`config.mk`:
```
export PLATFORM = sky130hd
export DESIGN_NAME = tis_stream_arbiter_flat
export DESIGN_NICKNAME = d
export VERILOG_FILES = /design/src/rtl/tis_stream_arbiter_if.sv /design/src/rtl/tis_stream_arbiter.sv /design/src/flat_wrapper.sv
export SDC_FILE = /design/constraint.sdc
export NUM_CORES = 1
export LEC_CHECK = 0
export ABC_AREA = 1
export BUFFER_PORTS_ARGS = -buffer_cell sky130_fd_sc_hd__buf_2
export CORE_UTILIZATION = 50
export DETAILED_ROUTE_END_ITERATION = 8
export PLACE_DENSITY = 0.85
export SLEW_MARGIN = 40
export SYNTH_ARGS = -nofsm -noshare
export SYNTH_HDL_FRONTEND = slang
export SYNTH_SLANG_ARGS = --single-unit
```
`constraint.sdc`:
```
create_clock -name clk -period 2.2 [get_ports clk]
set_input_delay 0.22 -clock clk [delete_from_list [all_inputs] [get_ports clk]]
set_output_delay 0.22 -clock clk [all_outputs]
set_load 0.02 [all_outputs]
```
`src/rtl/tis_stream_arbiter_if.sv`:
```
`default_nettype none
// ============================================================================
// Module   : tis_stream_arbiter_if
// Purpose  : N:1 stream bundle, with requester words in and one tagged word out.
// Revision : 1.0
// ============================================================================
interface tis_stream_arbiter_if #(
   parameter int NUM_IN = 4,
   parameter int DATA_W = 11
);
   localparam int c_SRC_W = (NUM_IN > 1) ? $clog2(NUM_IN) : 1;

   logic [NUM_IN*DATA_W-1:0] in_data;
   logic [NUM_IN-1:0]        in_valid;
   logic [NUM_IN-1:0]        in_ready;
   logic [DATA_W-1:0]        out_data;
   logic [c_SRC_W-1:0]       out_src;
   logic                     out_valid;
   logic                     out_ready;

   // master: the producers and the consumer around the arbiter; slave: the arbiter itself
   modport master (
      output in_data, in_valid, out_ready,
      input  in_ready, out_data, out_src, out_valid
   );

   modport slave (
      input  in_data, in_valid, out_ready,
      output in_ready, out_data, out_src, out_valid
   );
endinterface
`default_nettype wire

```
`src/rtl/tis_stream_arbiter.sv`:
```
`default_nettype none
// ============================================================================
// Module   : tis_stream_arbiter
// Purpose  : Round-robin N:1 stream arbiter with bounded bursts and a registered, source-tagged output.
// Revision : 1.0
// ============================================================================
module tis_stream_arbiter #(
   parameter int NUM_IN = 4,
   parameter int DATA_W = 11,
   parameter int BURST  = 4
) (
   input  wire logic          clk,
   input  wire logic          reset,
   tis_stream_arbiter_if.slave bus
);
   localparam int                 c_SRC_W     = (NUM_IN > 1) ? $clog2(NUM_IN) : 1;
   localparam int                 c_CNT_W     = 4;
   localparam logic [0:0]         c_S_IDLE    = 1'b0;
   localparam logic [0:0]         c_S_GRANT   = 1'b1;
   localparam logic [c_SRC_W-1:0] c_LAST_INIT = c_SRC_W'(NUM_IN - 1);
   localparam logic [c_CNT_W-1:0] c_BURST     = c_CNT_W'(BURST);

   logic [0:0]         r_state;
   logic [0:0]         w_state_nxt;
   logic [c_SRC_W-1:0] r_grant;
   logic [c_SRC_W-1:0] r_last_grant;
   logic [c_CNT_W-1:0] r_count;
   logic [DATA_W-1:0]  r_out_data;
   logic [c_SRC_W-1:0] r_out_src;
   logic               r_out_valid;

   logic               w_found;
   logic [c_SRC_W-1:0] w_pick;
   logic [c_SRC_W-1:0] w_scan_idx;
   int                 w_scan_sum;
   logic               w_slot_free;
   logic               w_grant_valid;
   logic [DATA_W-1:0]  w_grant_data;
   logic               w_accept;
   logic               w_release;
   logic [NUM_IN-1:0]  w_in_ready;

   // Scan starts just past the last released grant, so that grant ends up with the lowest priority
   always_comb begin
      w_found    = 1'b0;
      w_pick     = '0;
      w_scan_sum = 0;
      w_scan_idx = '0;
      for (int k = 1; k <= NUM_IN; k++) begin
         w_scan_sum = int'(r_last_grant) + k;
         if (w_scan_sum >= NUM_IN) begin
            w_scan_sum = w_scan_sum - NUM_IN;
         end
         w_scan_idx = c_SRC_W'(w_scan_sum);
         if (!w_found && bus.in_valid[w_scan_idx]) begin
            w_found = 1'b1;
            w_pick  = w_scan_idx;
         end
      end
   end

   assign w_slot_free   = !r_out_valid || bus.out_ready;
   assign w_grant_valid = bus.in_valid[r_grant];
   assign w_grant_data  = bus.in_data[int'(r_grant)*DATA_W +: DATA_W];

   always_ff @(posedge clk) begin
      if (reset) begin
         r_state <= c_S_IDLE;
      end else begin
         r_state <= w_state_nxt;
      end
   end

   always_comb begin
      w_state_nxt = r_state;
      case (r_state)
         c_S_IDLE: begin
            if (w_found) begin
               w_state_nxt = c_S_GRANT;
            end
         end
         c_S_GRANT: begin
            if (w_release) begin
               w_state_nxt = c_S_IDLE;
            end
         end
         default: w_state_nxt = c_S_IDLE;
      endcase
   end

   // Gated with reset so that nothing is accepted in the reset cycle itself
   always_comb begin
      w_in_ready = '0;
      w_accept   = 1'b0;
      w_release  = 1'b0;
      if ((r_state == c_S_GRANT) && !reset) begin
         w_in_ready[r_grant] = w_slot_free;
         w_accept            = w_grant_valid && w_slot_free;
         w_release           = (w_accept && ((r_count + c_CNT_W'(1)) == c_BURST)) || !w_grant_valid;
      end
   end

   always_ff @(posedge clk) begin
      if (reset) begin
         r_grant      <= '0;
         r_last_grant <= c_LAST_INIT;
         r_count      <= '0;
      end else if (r_state == c_S_IDLE) begin
         r_count <= '0;
         if (w_found) begin
            r_grant <= w_pick;
         end
      end else begin
         if (w_accept) begin
            r_count <= r_count + c_CNT_W'(1);
         end
         if (w_release) begin
            r_last_grant <= r_grant;
         end
      end
   end

   // A new word may replace one being drained in the same cycle, which gives full throughput
   always_ff @(posedge clk) begin
      if (reset) begin
         r_out_data  <= '0;
         r_out_src   <= '0;
         r_out_valid <= 1'b0;
      end else if (w_accept) begin
         r_out_data  <= w_grant_data;
         r_out_src   <= r_grant;
         r_out_valid <= 1'b1;
      end else if (r_out_valid && bus.out_ready) begin
         r_out_valid <= 1'b0;
      end
   end

   assign bus.in_ready  = w_in_ready;
   assign bus.out_data  = r_out_data;
   assign bus.out_src   = r_out_src;
   assign bus.out_valid = r_out_valid;

endmodule
`default_nettype wire

```
`src/flat_wrapper.sv`:
```
// flat-port wrapper written by rule: the top's interface ports become plain ports
module tis_stream_arbiter_flat 
#(
   parameter int NUM_IN = 4,
   parameter int DATA_W = 11,
   parameter int BURST  = 4
)
  (clk, reset, bus_in_data, bus_in_valid, bus_out_ready, bus_in_ready, bus_out_data, bus_out_src, bus_out_valid);
  tis_stream_arbiter_if #(.NUM_IN(NUM_IN), .DATA_W(DATA_W)) bus_i ();
  input  wire logic clk;
  input  wire logic reset;
  input wire logic [$bits(bus_i.in_data)-1:0] bus_in_data;
  input wire logic [$bits(bus_i.in_valid)-1:0] bus_in_valid;
  input wire logic [$bits(bus_i.out_ready)-1:0] bus_out_ready;
  output wire logic [$bits(bus_i.in_ready)-1:0] bus_in_ready;
  output wire logic [$bits(bus_i.out_data)-1:0] bus_out_data;
  output wire logic [$bits(bus_i.out_src)-1:0] bus_out_src;
  output wire logic [$bits(bus_i.out_valid)-1:0] bus_out_valid;
  assign bus_i.in_data = bus_in_data;
  assign bus_i.in_valid = bus_in_valid;
  assign bus_i.out_ready = bus_out_ready;
  assign bus_in_ready = bus_i.in_ready;
  assign bus_out_data = bus_i.out_data;
  assign bus_out_src = bus_i.out_src;
  assign bus_out_valid = bus_i.out_valid;
  tis_stream_arbiter #(.NUM_IN(NUM_IN), .DATA_W(DATA_W), .BURST(BURST)) u_core (.clk(clk), .reset(reset), .bus(bus_i));
endmodule
```
After elaboration in Yosys (flattened, before gate mapping)
Cells that the tools add are included.
Storage, ports and cells
  output and inout bits: 18
  bits in registers: 23
  word-level logic and storage cells: 83
  bits of input ports: 51
Operators by class
  magnitude comparators: 10
  add/subtract/negate cells: 9
  equality and inequality tests: 1
  shift operators: 1
  multipliers: 1
  bitwise logic cells: 2
  mux-type cells: 32
  reduce and logical (&&, ||, !) cells: 20
Operators by type and width (number)
  variable part select 44 x 32 -> 11 bit: 1
  two-way mux 1 bit: 16
  two-way mux 2 bit: 8
  < comparator 2 x 3 -> 1 bit (second input constant): 5
  binary-select mux 1 bit (select 2 bit): 5
  >= comparator 3 bit (second input constant): 3
  logical AND 1 bit: 8
  subtractor 2 x 1 -> 2 bit (second input constant): 4
  adder 2 x 2 -> 3 bit (second input constant): 2
  zero test 1 bit: 6
  multiplier 2 x 4 -> 6 bit (second input constant): 1
  adder 2 x 3 -> 4 bit (second input constant): 1
  adder 4 x 1 -> 4 bit (second input constant): 1
  AND 4 bit: 1
  == test 4 x 3 -> 1 bit (second input constant): 1
  >= comparator 4 x 3 -> 1 bit (second input constant): 1
  two-way mux 4 bit: 1
  AND reduction 2 bit: 2
  adder 2 x 1 -> 3 bit (second input constant): 1
  demux 1 bit (select 2 bit): 1
  >= comparator 2 x 1 -> 1 bit (second input constant): 1
  logical OR 1 bit: 2
  case mux 1 bit (2 select lines): 1
  nonzero test 2 bit: 1
  other kinds (2): 2

Logic depth before layout (Yosys ltp)
Gate-level depths: netlist (run 1).
  word-level depth: 17
  gate-level depth with buffers: 12

Worst setup path after synthesis (run 1)
Ideal clock, no wire load.
  kind: reg2out
  from: register u_core.r_state
  to: output bus_in_ready[2]
  path slack: 0.657 ns
  path buffers: 0
  stages on the path, launching flop included: 7
  arrival: 1.323 ns
  cell sequence: dfxtp_1 inv_2 nor2_4 inv_2 nor2_1 inv_1 nor3_1
Between the ends
  cells in the longest elaborated chain, start to end: 2
RTL lines
  start: declaration: RTL line tis_stream_arbiter.sv:23  | logic [0:0] r_state;
  start signal: assignment: RTL line tis_stream_arbiter.sv:68  | r_state <= c_S_IDLE;
  start signal: assignment: RTL line tis_stream_arbiter.sv:70  | r_state <= w_state_nxt;
  logical AND 1 bit: RTL line tis_stream_arbiter.sv:96  | if ((r_state == c_S_GRANT) && !reset) begin
  two-way mux 4 bit: RTL line tis_stream_arbiter.sv:96
  end: declaration: RTL line flat_wrapper.sv:15  | output wire logic [$bits(bus_i.in_ready)-1:0] bus_in_ready;
Every way passes these cells.

Worst setup path after layout (run 1)
Ends and elaborated chain as after synthesis.

==> flow_metrics.env, run 1 <==
export IMPL_status="finished with violations"
export IMPL_violations="design-rule violations"
export IMPL_peakVddDrop_uv=823
export IMPL_syn_to_final_growth_pct=24.4
export IMPL_numPortBuffers=68
export IMPL_nFillCells=279
export IMPL_cts_hold_buf=0
export IMPL_yosysTopAreaCell="dfxtp_1"
export IMPL_relSlewSlack_pct=67.0
export IMPL_h_tree_depth=1
export IMPL_synth_area_top_cells="dfxtp_1 (31%), nand2_1 (23%), nor2_1 (10%)"
export IMPL_p_per_area_nw_per_um2=1070
export IMPL_grt_overflow_total=0
export IMPL_critical_path_arrival_ps=1700
export IMPL_p_sw_mw=0.976
export IMPL_holdCritPathClass="in2reg"
export IMPL_wl_per_cell_um=10.8
export IMPL_p_seq_share_pct=29.4
export IMPL_synthXorXnorAreaFrac_pct=1.75
export IMPL_die_h_um=56.9
export IMPL_r2r_end="u_core.r_grant[0]"
export IMPL_rsz0062_at_grt="no"
export IMPL_crit_cells=7
export IMPL_reg2reg_from="u_core.r_last_grant[0]"
export IMPL_slew_viol_final=0
export IMPL_grt_first_pass_wirelength_um=6150
export IMPL_worstSetupPathType="reg2out"
export IMPL_clockBufferDepth=2
export IMPL_crit_path_max_incr_delay_ps=370
export IMPL_hold_viol_final=0
export IMPL_gp_congestion=0.854
export IMPL_worstSetupStartpointType="register"
export IMPL_wl_um=3700
export IMPL_drc=4
export IMPL_max_cap_violations=0
export IMPL_start_util_pct=53.7
export IMPL_synth_compound_area_share_pct=14.0
export IMPL_firstDrtPassIters=6
export IMPL_synth_adder_area_share_pct=1.66
export IMPL_fin_crit_sh_pct=87.1
export IMPL_cts_resized=0
export IMPL_yosys_area_share_simple_pct=42.5
export IMPL_setup_ws_ps=285
export IMPL_rows=19
export IMPL_critical_path_cell_chain="inv_2 -> nor2_4 -> inv_2 -> nor2_1 -> inv_1 -> nor3_1 -> buf_2"
export IMPL_num_io_pins=69
export IMPL_p_leak_nw=1.04
export IMPL_grt_max_degree=27
export IMPL_cts_tree="yes"
export IMPL_antenna_found_initial=0
export IMPL_ys_seq_area_share_pct=30.6
export IMPL_num_vias=1756
export IMPL_track_usage_pct=23.5
export IMPL_dp_hpwl_um=2910
export IMPL_worst_path_buf_inv=4
export IMPL_cts_buffers=3
export IMPL_swShare_pct=48.6
export IMPL_diodes=0
export IMPL_holdPathStages=2
export IMPL_setup_viol=0
export IMPL_post_place_cells=339
export IMPL_grt_pass1_vias=1545
export IMPL_required_ps=1980
export IMPL_clock_sinks=23
export IMPL_ff2ff_path_depth=11
export IMPL_worstPathMaxFanout=6
export IMPL_coreArea_um2=2810
export IMPL_nNetsFinal=366
export IMPL_comb_power_share_pct=61.0
export IMPL_synth_area_um2=1510
export IMPL_synth_top_area_share_pct=30.6
export IMPL_cp_end_kind="output port"
export IMPL_drt_vias_per_instance=5.12
export IMPL_post_cts_buffers=0
export IMPL_power_clock_fraction_pct=9.6
export IMPL_muxShareOfSynthArea_pct=0
export IMPL_place_ws_ps=582
export IMPL_worst_pin_slew_ps=494
export IMPL_syn_nets=300
export IMPL_synth_warning_count=0
export IMPL_drtIter0Drc=84
export IMPL_ys_types=26
export IMPL_final_layout_size_suffix_gt1_share_pct=28.2
export IMPL_yosys_register_bits=23
export IMPL_cpMostUsedCell="inv_2"
export IMPL_instances_no_fill=343
export IMPL_r2r_slack_ps=550
export IMPL_min_period_ps=1920
export IMPL_setup_tns_ps=0
export IMPL_die_w_um=56.9
export IMPL_crit_end="bus_in_ready[2]"
export IMPL_synthCells=247
export IMPL_skew_ps=1.14
export IMPL_path_clk_slew_ps=120
export IMPL_timing_critical_path_from="u_core.r_state"
export IMPL_p_int_mw=1.03
export IMPL_slowest_stage="dfxtp_1"
export IMPL_clockRootBuffer="clkbuf_4"
export IMPL_ant_nets=0
export IMPL_die_area_um2=3230
export IMPL_critical_path_top_delay_family="simple AND/OR/NAND/NOR gates"
export IMPL_max_freq_mhz=522
export IMPL_synth_top_family_by_area="simple AND/OR/NAND/NOR gates"
export IMPL_synth_avg_cell_area_um2=6.09
export IMPL_clkLatencyLatePin_ps=300
## how the worst min path moves through the flow
stage / from / endpoint / slack [ps]
6_report: reset / u_core.bus.out_valid / 160
2_1_floorplan: reset / u_core.bus.out_valid / 290
3_5_place_dp: u_core.bus.out_src[0] / u_core.bus.out_src[0] / 460
3_3_place_gp: u_core.bus.out_data[2] / u_core.bus.out_data[2] / 460
4_1_cts: reset / u_core.bus.out_valid / 150
5_1_grt: reset / u_core.bus.out_valid / 160
## kinds of logic after synthesis
logic type / count (synthesis)
simple gates: 156
compound gates: 32
buf+inv: 31
flops: 23
fa+ha+maj: 2
xor+xnor: 3
## Yosys cell counts (all sizes together)
library cell,n
ha,2
buf,5
nor3,1
o211ai,2
nand4,1
nand3b,2
nor2,46
o21ai,5
a221oi,11
a21oi,14
xor2,3
nand2,93
dfxtp,23
nand3,13
inv,21
clkbuf,5
## sequential cells by signal, summed over array words and instances, names as in the netlist
signal	cells
u_core.bus.out_data	11
u_core.r_count	4
u_core.bus.out_src	2
u_core.r_grant	2
u_core.r_last_grant	2
u_core.bus.out_valid	1
u_core.r_state	1
## power groups by stage
stage	registers [mW]	clock network, mW	logic (mW)
finish	0.590	0.193	1.22
floorplan	0.629	0	0.931
global route	0.604	0.216	1.38
global placement	0.598	0	1.20
detailed placement	0.599	0	1.22
CTS	0.590	0.196	1.22
## through the flow
| stage | hold slack, ps | util, % | power, mW | area, um2 |
|---|---|---|---|---|
| CTS | 149 | 66.7 | 2.01 | 1870 |
| floorplan | 289 | - | 1.56 | 1510 |
| detailed placement | 464 | 65.8 | 1.81 | 1850 |
| finish | 155 | 66.7 | 2.01 | 1870 |
| global placement | 456 | 65.8 | 1.80 | 1850 |
| global route | 158 | 66.7 | 2.20 | 1870 |
## cell usage in the layout (no fill, tap or decap)
master	Yosys	routed
a21oi_1	14	14
a221oi_1	11	11
buf_2	1	68
buf_4	2	3
clkbuf_1	5	1
clkbuf_4	0	3
dfxtp_1	23	23
ha_1	2	2
inv_1	14	14
inv_2	6	6
inv_4	1	1
nand2_1	92	92
nand2_4	1	1
nand3_1	13	13
nand3b_1	1	1
nand3b_2	1	1
nand4_1	1	1
nor2_1	42	42
nor2_2	3	3
nor2_4	1	1
nor3_1	1	1
o211ai_1	1	1
o211ai_2	1	1
o21ai_0	4	4
o21ai_1	1	1
xor2_1	3	3
## metal layers
metal	global-route usage [%]	up-vias	routed length [um]
li1	-	922	-
met1	29.1	794	1680
met2	42.2	38	1850
met3	5.07	2	157
met4	4.18	0	15
met5	0	-	0
## worst reg2reg max path, stage by stage (launching register included)
cell and delay [ps]:
dfxtp_1 500, inv_2 130, nand2_1 80, nand2_1 90, nand2_1 90, nand2_1 90, nor2_2 180, nand3b_2 140
nand2_1 100, nand2_1 50, nand2_1 60, nor2_1 60
## area by class of cell
type                    count  area [um2]  area share, %
multi-input cells         193         902           48.2
flip-flops and latches     23         460           24.6
repair buffers             71         363           19.4
inverters                  21        81.3           4.34
well taps                  31        38.8           2.07
clock buffers               4        26.3           1.40
(Power assumes the default switching activity.)
==> run 2: changes to the inputs <==
--- a/config.mk
+++ b/config.mk
@@ -6,7 +6,9 @@
 export NUM_CORES = 1
 export LEC_CHECK = 0
 export ABC_AREA = 1
+export ABC_CLOCK_PERIOD_IN_PS = 2400
 export BUFFER_PORTS_ARGS = -buffer_cell sky130_fd_sc_hd__buf_2
+export CORE_ASPECT_RATIO = 0.5
 export CORE_UTILIZATION = 50
 export DETAILED_ROUTE_END_ITERATION = 8
 export PLACE_DENSITY = 0.85
==> constraint.sdc (replaced) <==
create_clock -name clk -period 2.4 [get_ports clk]
set_input_delay 0.24 -clock clk [delete_from_list [all_inputs] [get_ports clk]]
set_output_delay 0.24 -clock clk [all_outputs]
set_load 0.02 [all_outputs]
==> run 2 against run 1 <==
The flow now finishes without violations. Non-clock buffer count decreased by 1. Global-route usage grew 0.60 points. Critical path depth is the same.
==> flow_metrics.env, run 2 (same netlist as run 1, synthesis figures left out) <==
export IMPL_required_ps=2160
export IMPL_peakVddDrop_uv=486
export IMPL_dp_hpwl_um=2810
export IMPL_design_area_um2=1890
export IMPL_ant_nets=0
export IMPL_numPortBuffers=68
export IMPL_slew_viol_final=0
export IMPL_power_clock_fraction_pct=13.0
export IMPL_slowest_stage="dfxtp_1"
export IMPL_worst_pin_slew_ps=506
export IMPL_rows=13
export IMPL_wl_um=3690
export IMPL_place_ws_ps=706
export IMPL_worst_path_buf_inv=4
export IMPL_cts_hold_buf=0
export IMPL_setup_ws_ps=574
export IMPL_drt_vias_per_instance=4.92
export IMPL_syn_to_final_growth_pct=25.9
export IMPL_critical_path_arrival_ps=1590
export IMPL_grt_max_degree=27
export IMPL_crit_cells=7
export IMPL_gp_congestion=0.796
export IMPL_setup_viol=0
export IMPL_worstSetupPathType="reg2out"
export IMPL_clkLatencyLatePin_ps=270
export IMPL_max_cap_violations=0
export IMPL_cts_tree="yes"
export IMPL_grt_pass1_vias=1307
export IMPL_ff2ff_path_depth=9
export IMPL_track_usage_pct=24.1
export IMPL_cpMostUsedCell="inv_2"
export IMPL_largest_reg_flops=11
export IMPL_path_clk_slew_ps=80
export IMPL_antenna_found_initial=0
export IMPL_hold_viol_final=0
export IMPL_cp_end_kind="output port"
export IMPL_die_w_um=79.6
export IMPL_whs_ps=217
export IMPL_coreArea_um2=2720
export IMPL_post_cts_buffers=0
export IMPL_die_area_um2=3250
export IMPL_worstPathMaxFanout=6
export IMPL_p_per_area_nw_per_um2=1010
export IMPL_start_util_pct=55.4
export IMPL_comb_power_share_pct=57.1
export IMPL_rsz0062_at_grt="no"
export IMPL_critical_path_cell_chain="inv_2 -> nor2_4 -> inv_2 -> nor2_1 -> inv_1 -> nor3_1 -> buf_2"
export IMPL_nNetsFinal=365
export IMPL_status="finished, final reports clean"
export IMPL_layout_commonest_cell="nand2_1"
export IMPL_p_int_mw=0.987
export IMPL_clockRootBuffer="clkbuf_8"
export IMPL_skew_ps=3.55
export IMPL_final_layout_size_suffix_gt1_share_pct=28.3
export IMPL_crit_path_max_incr_delay_ps=350
export IMPL_setup_tns_ps=0
export IMPL_drc=0
export IMPL_h_tree_depth=1
export IMPL_cts_buffers=3
export IMPL_clock_sinks=23
export IMPL_wl_per_cell_um=10.6
export IMPL_cts_resized=0
export IMPL_p_seq_share_pct=30.0
export IMPL_grt_first_pass_wirelength_um=5780
export IMPL_grt_overflow_total=0
export IMPL_fin_crit_sh_pct=76.1
export IMPL_drtIter0Drc=67
export IMPL_diodes=0
export IMPL_die_h_um=40.8
export IMPL_p_sw_mw=0.924
export IMPL_relSlewSlack_pct=66.2
export IMPL_post_dp_cell_area_um2=1850
export IMPL_worstSetupStartpointType="register"
export IMPL_min_period_ps=1830
export IMPL_num_vias=1711
export IMPL_final_util_pct=69.7
export IMPL_max_freq_mhz=548
export IMPL_holdCritPathClass="in2reg"
export IMPL_final_cell_mix="nand2_1 (92), buf_2 (68), nor2_1 (42)"
export IMPL_num_io_pins=69
export IMPL_holdPathStages=2
export IMPL_firstDrtPassIters=4
export IMPL_critical_path_top_delay_family="simple AND/OR/NAND/NOR gates"
export IMPL_p_leak_nw=1.04
export IMPL_swShare_pct=48.4
export IMPL_clockBufferDepth=2
-- run 2: power by group through the flow --
stage	combinational, mW	clock, mW	sequential (mW)
6_report	1.09	0.248	0.573
5_1_grt	1.23	0.276	0.590
4_1_cts	1.09	0.257	0.572
3_5_place_dp	1.08	0	0.579
3_3_place_gp	1.06	0	0.579
2_1_floorplan	0.854	0	0.576
-- run 2: path summary, 6_finish.rpt --
check | endpoint | start | slack [ps]
max | bus_in_ready[2] | u_core.r_state | 570
min | u_core.bus.out_valid | reset | 220
max reg2reg | u_core.bus.out_data[1] | u_core.r_grant[1] | 670
min reg2reg | u_core.bus.out_data[6] | u_core.bus.out_data[6] | 490
-- run 2: area by class of cell --
cell class	count	area (um2)
clock buffers	3	41.3
clock inverters	1	7.51
fillers	246	822
inverters	21	81.3
multi-input cells	193	902
flip-flops and latches	23	460
well taps	37	46.3
repair buffers	70	355
-- run 2: per-layer routing --
| layer | track usage (%) | vias to the layer above | wire (um) |
|---|---|---|---|
| li1 | - | 919 | - |
| met1 | 30.8 | 735 | 1680 |
| met2 | 43.4 | 52 | 1740 |
| met3 | 4.00 | 5 | 221 |
| met4 | 8.18 | 0 | 43 |
| met5 | 0 | - | 0 |
-- run 2: through the flow --
step	instances	total power [mW]
after global routing	348	2.10
final	348	1.91
after detailed placement	344	1.66
after floorplan	247	1.43
after global placement	344	1.64
after CTS	348	1.92
-- run 2: worst reg2reg max path, stage by stage, from the launching register on --
cell      delay [ps]
dfxtp_1          640
inv_2            140
nor2_2           140
nand2_1           70
o211ai_2         100
nand2_4          130
inv_4            220
nand2_1           90
nand2_1           70
nor2_1            50
==> run 3: changes to the inputs <==
--- a/config.mk
+++ b/config.mk
@@ -6,12 +6,12 @@
 export NUM_CORES = 1
 export LEC_CHECK = 0
 export ABC_AREA = 1
-export ABC_CLOCK_PERIOD_IN_PS = 2400
+export ABC_CLOCK_PERIOD_IN_PS = 1800
 export BUFFER_PORTS_ARGS = -buffer_cell sky130_fd_sc_hd__buf_2
 export CORE_ASPECT_RATIO = 0.5
-export CORE_UTILIZATION = 50
+export CORE_UTILIZATION = 47
 export DETAILED_ROUTE_END_ITERATION = 8
-export PLACE_DENSITY = 0.85
+export PLACE_DENSITY = 0.8
 export SLEW_MARGIN = 40
 export SYNTH_ARGS = -nofsm -noshare
 export SYNTH_HDL_FRONTEND = slang
==> constraint.sdc (replaced) <==
create_clock -name clk -period 1.8 [get_ports clk]
set_input_delay 0.18 -clock clk [delete_from_list [all_inputs] [get_ports clk]]
set_output_delay 0.18 -clock clk [all_outputs]
set_load 0.02 [all_outputs]
==> run 3 against run 2 <==
Clock skew fell by 1.3 ps. Via count increased by 3.1%. Cell area up 1.3%. First-iteration DRC count increased by 3.0%. Power is 36% higher. Combinational power is 40% higher. Worst hold slack got worse by 58 ps. Sequential cell count stayed put. Sequential power increased by 30%. Register-to-register slack got worse by 450 ps. Non-clock buffer count rose by 2. Highest routed layer unchanged.
==> flow_metrics.env, run 3 (same netlist as run 1, synthesis figures left out) <==
export IMPL_slowest_stage="dfxtp_1"
export IMPL_timing_critical_path_from="u_core.r_state"
export IMPL_final_cell_mix="nand2_1 (92), buf_2 (68), nor2_1 (41)"
export IMPL_grt_max_degree=27
export IMPL_rows=14
export IMPL_clockRootBuffer="clkbuf_8"
export IMPL_ant_nets=0
export IMPL_fin_crit_sh_pct=93.3
export IMPL_holdPathStages=2
export IMPL_post_dp_cell_area_um2=1860
export IMPL_hold_viol_final=0
export IMPL_path_clk_slew_ps=80
export IMPL_dp_hpwl_um=3020
export IMPL_diodes=0
export IMPL_instances_no_fill=353
export IMPL_p_per_area_nw_per_um2=1350
export IMPL_worst_pin_slew_ps=510
export IMPL_drt_vias_per_instance=5.00
export IMPL_antenna_found_initial=0
export IMPL_cp_end_kind="output port"
export IMPL_syn_to_final_growth_pct=27.5
export IMPL_clockBufferDepth=2
export IMPL_r2r_slack_ps=220
export IMPL_holdCritPathClass="in2reg"
export IMPL_post_place_cells=349
export IMPL_skew_ps=2.22
export IMPL_hold_path_startpoint="reset"
export IMPL_reg2reg_from="u_core.r_grant[0]"
export IMPL_track_usage_pct=23.4
export IMPL_coreArea_um2=3030
export IMPL_die_w_um=82.0
export IMPL_wl_per_cell_um=11.1
export IMPL_worstSetupStartpointType="register"
export IMPL_wl_um=3930
export IMPL_design_area_um2=1920
export IMPL_status="finished, final reports clean"
export IMPL_grt_first_pass_wirelength_um=6210
export IMPL_setup_tns_ps=0
export IMPL_setup_viol=0
export IMPL_ff2ff_path_depth=7
export IMPL_gp_congestion=0.834
export IMPL_max_freq_mhz=595
export IMPL_min_to="u_core.bus.out_valid"
export IMPL_cts_hold_buf=0
export IMPL_required_ps=1620
export IMPL_die_h_um=42.0
export IMPL_start_util_pct=49.7
export IMPL_post_cts_buffers=0
export IMPL_grt_overflow_total=0
export IMPL_num_io_pins=69
export IMPL_num_vias=1764
export IMPL_worst_path_buf_inv=4
export IMPL_crit_path_max_incr_delay_ps=350
export IMPL_grt_pass1_vias=1501
export IMPL_p_leak_nw=1.05
export IMPL_largest_reg_flops=11
export IMPL_layout_commonest_cell="nand2_1"
export IMPL_critical_path_arrival_ps=1500
export IMPL_cts_tree="yes"
export IMPL_drtIter0Drc=69
export IMPL_rsz0062_at_grt="no"
export IMPL_firstDrtPassIters=4
export IMPL_worstSetupPathType="reg2out"
export IMPL_numPortBuffers=68
export IMPL_critical_path_cell_chain="inv_2 -> nor2_4 -> inv_2 -> nor2_4 -> inv_1 -> nor3_1 -> buf_2"
export IMPL_clock_sinks=23
export IMPL_whs_ps=159
export IMPL_cts_buffers=3
export IMPL_r2r_end="u_core.bus.out_data[5]"
export IMPL_clkLatencyLatePin_ps=270
export IMPL_die_area_um2=3450
export IMPL_drc=0
export IMPL_h_tree_depth=1
export IMPL_relSlewSlack_pct=66.0
export IMPL_min_period_ps=1680
export IMPL_max_cap_violations=0
export IMPL_nNetsFinal=367
export IMPL_worstPathMaxFanout=6
export IMPL_peakVddDrop_uv=622
export IMPL_final_layout_size_suffix_gt1_share_pct=29.4
export IMPL_slew_viol_final=0
export IMPL_critical_path_top_delay_family="buffers and inverters"
-- run 3: cell count changes in the layout (fill, tap and decap cells not counted), sizes merged --
cell | previous run | this run
clkinv | 0 | 1
clkinvlp | 1 | 0
buf | 70 | 72
-- run 3: power breakdown --
part           total, mW  switching [mW]  leakage [nW]  internal [mW]
clock              0.321           0.167        0.0255          0.155
sequential         0.745           0.124         0.188          0.621
combinational       1.53           0.965         0.839          0.569
total               2.60            1.26          1.05           1.34
-- run 3: worst max path at each step --
stage                        endpoint  slack, ps  cells past startpoint
2_1_floorplan         bus_in_ready[2]        300                      6
3_3_place_gp   u_core.bus.out_data[8]        220                      7
3_5_place_dp        u_core.r_grant[0]        190                     11
4_1_cts               bus_in_ready[2]         60                      7
5_1_grt               bus_in_ready[2]         10                      7
6_report              bus_in_ready[2]        120                      7
-- run 3: stage by stage --
| step | power [mW] | worst slack (ps) | util (%) |
|---|---|---|---|
| 2_1_floorplan | 1.91 | 297 | - |
| 3_3_place_gp | 2.22 | 221 | 61.5 |
| 3_5_place_dp | 2.26 | 186 | 61.5 |
| 4_1_cts | 2.59 | 62.8 | 63.1 |
| 5_1_grt | 2.83 | 13.7 | 63.3 |
| 6_report | 2.60 | 120 | 63.3 |
-- run 3: routing by layer --
metal / wire length (um) / track usage (%)
met5: 0 / 0
met4: 10 / 4.21
met3: 183 / 4.78
met2: 1980 / 41.0
met1: 1750 / 29.9
-- run 3: final cells by class --
type	instances	area, um2
fillers	290	1110
clock buffers	3	41.3
repair buffers	72	370
flip-flops and latches	23	462
clock inverters	1	5.00
inverters	21	81.3
well taps	40	50.0
multi-input cells	193	910
-- run 3: what timing repair did --
action | 4_1_cts | 5_1_grt
pin swaps | 0 | 0
cloned | 0 | 0
resized for setup | 1 | 2
endpoints found under the setup margin | 1 | 3
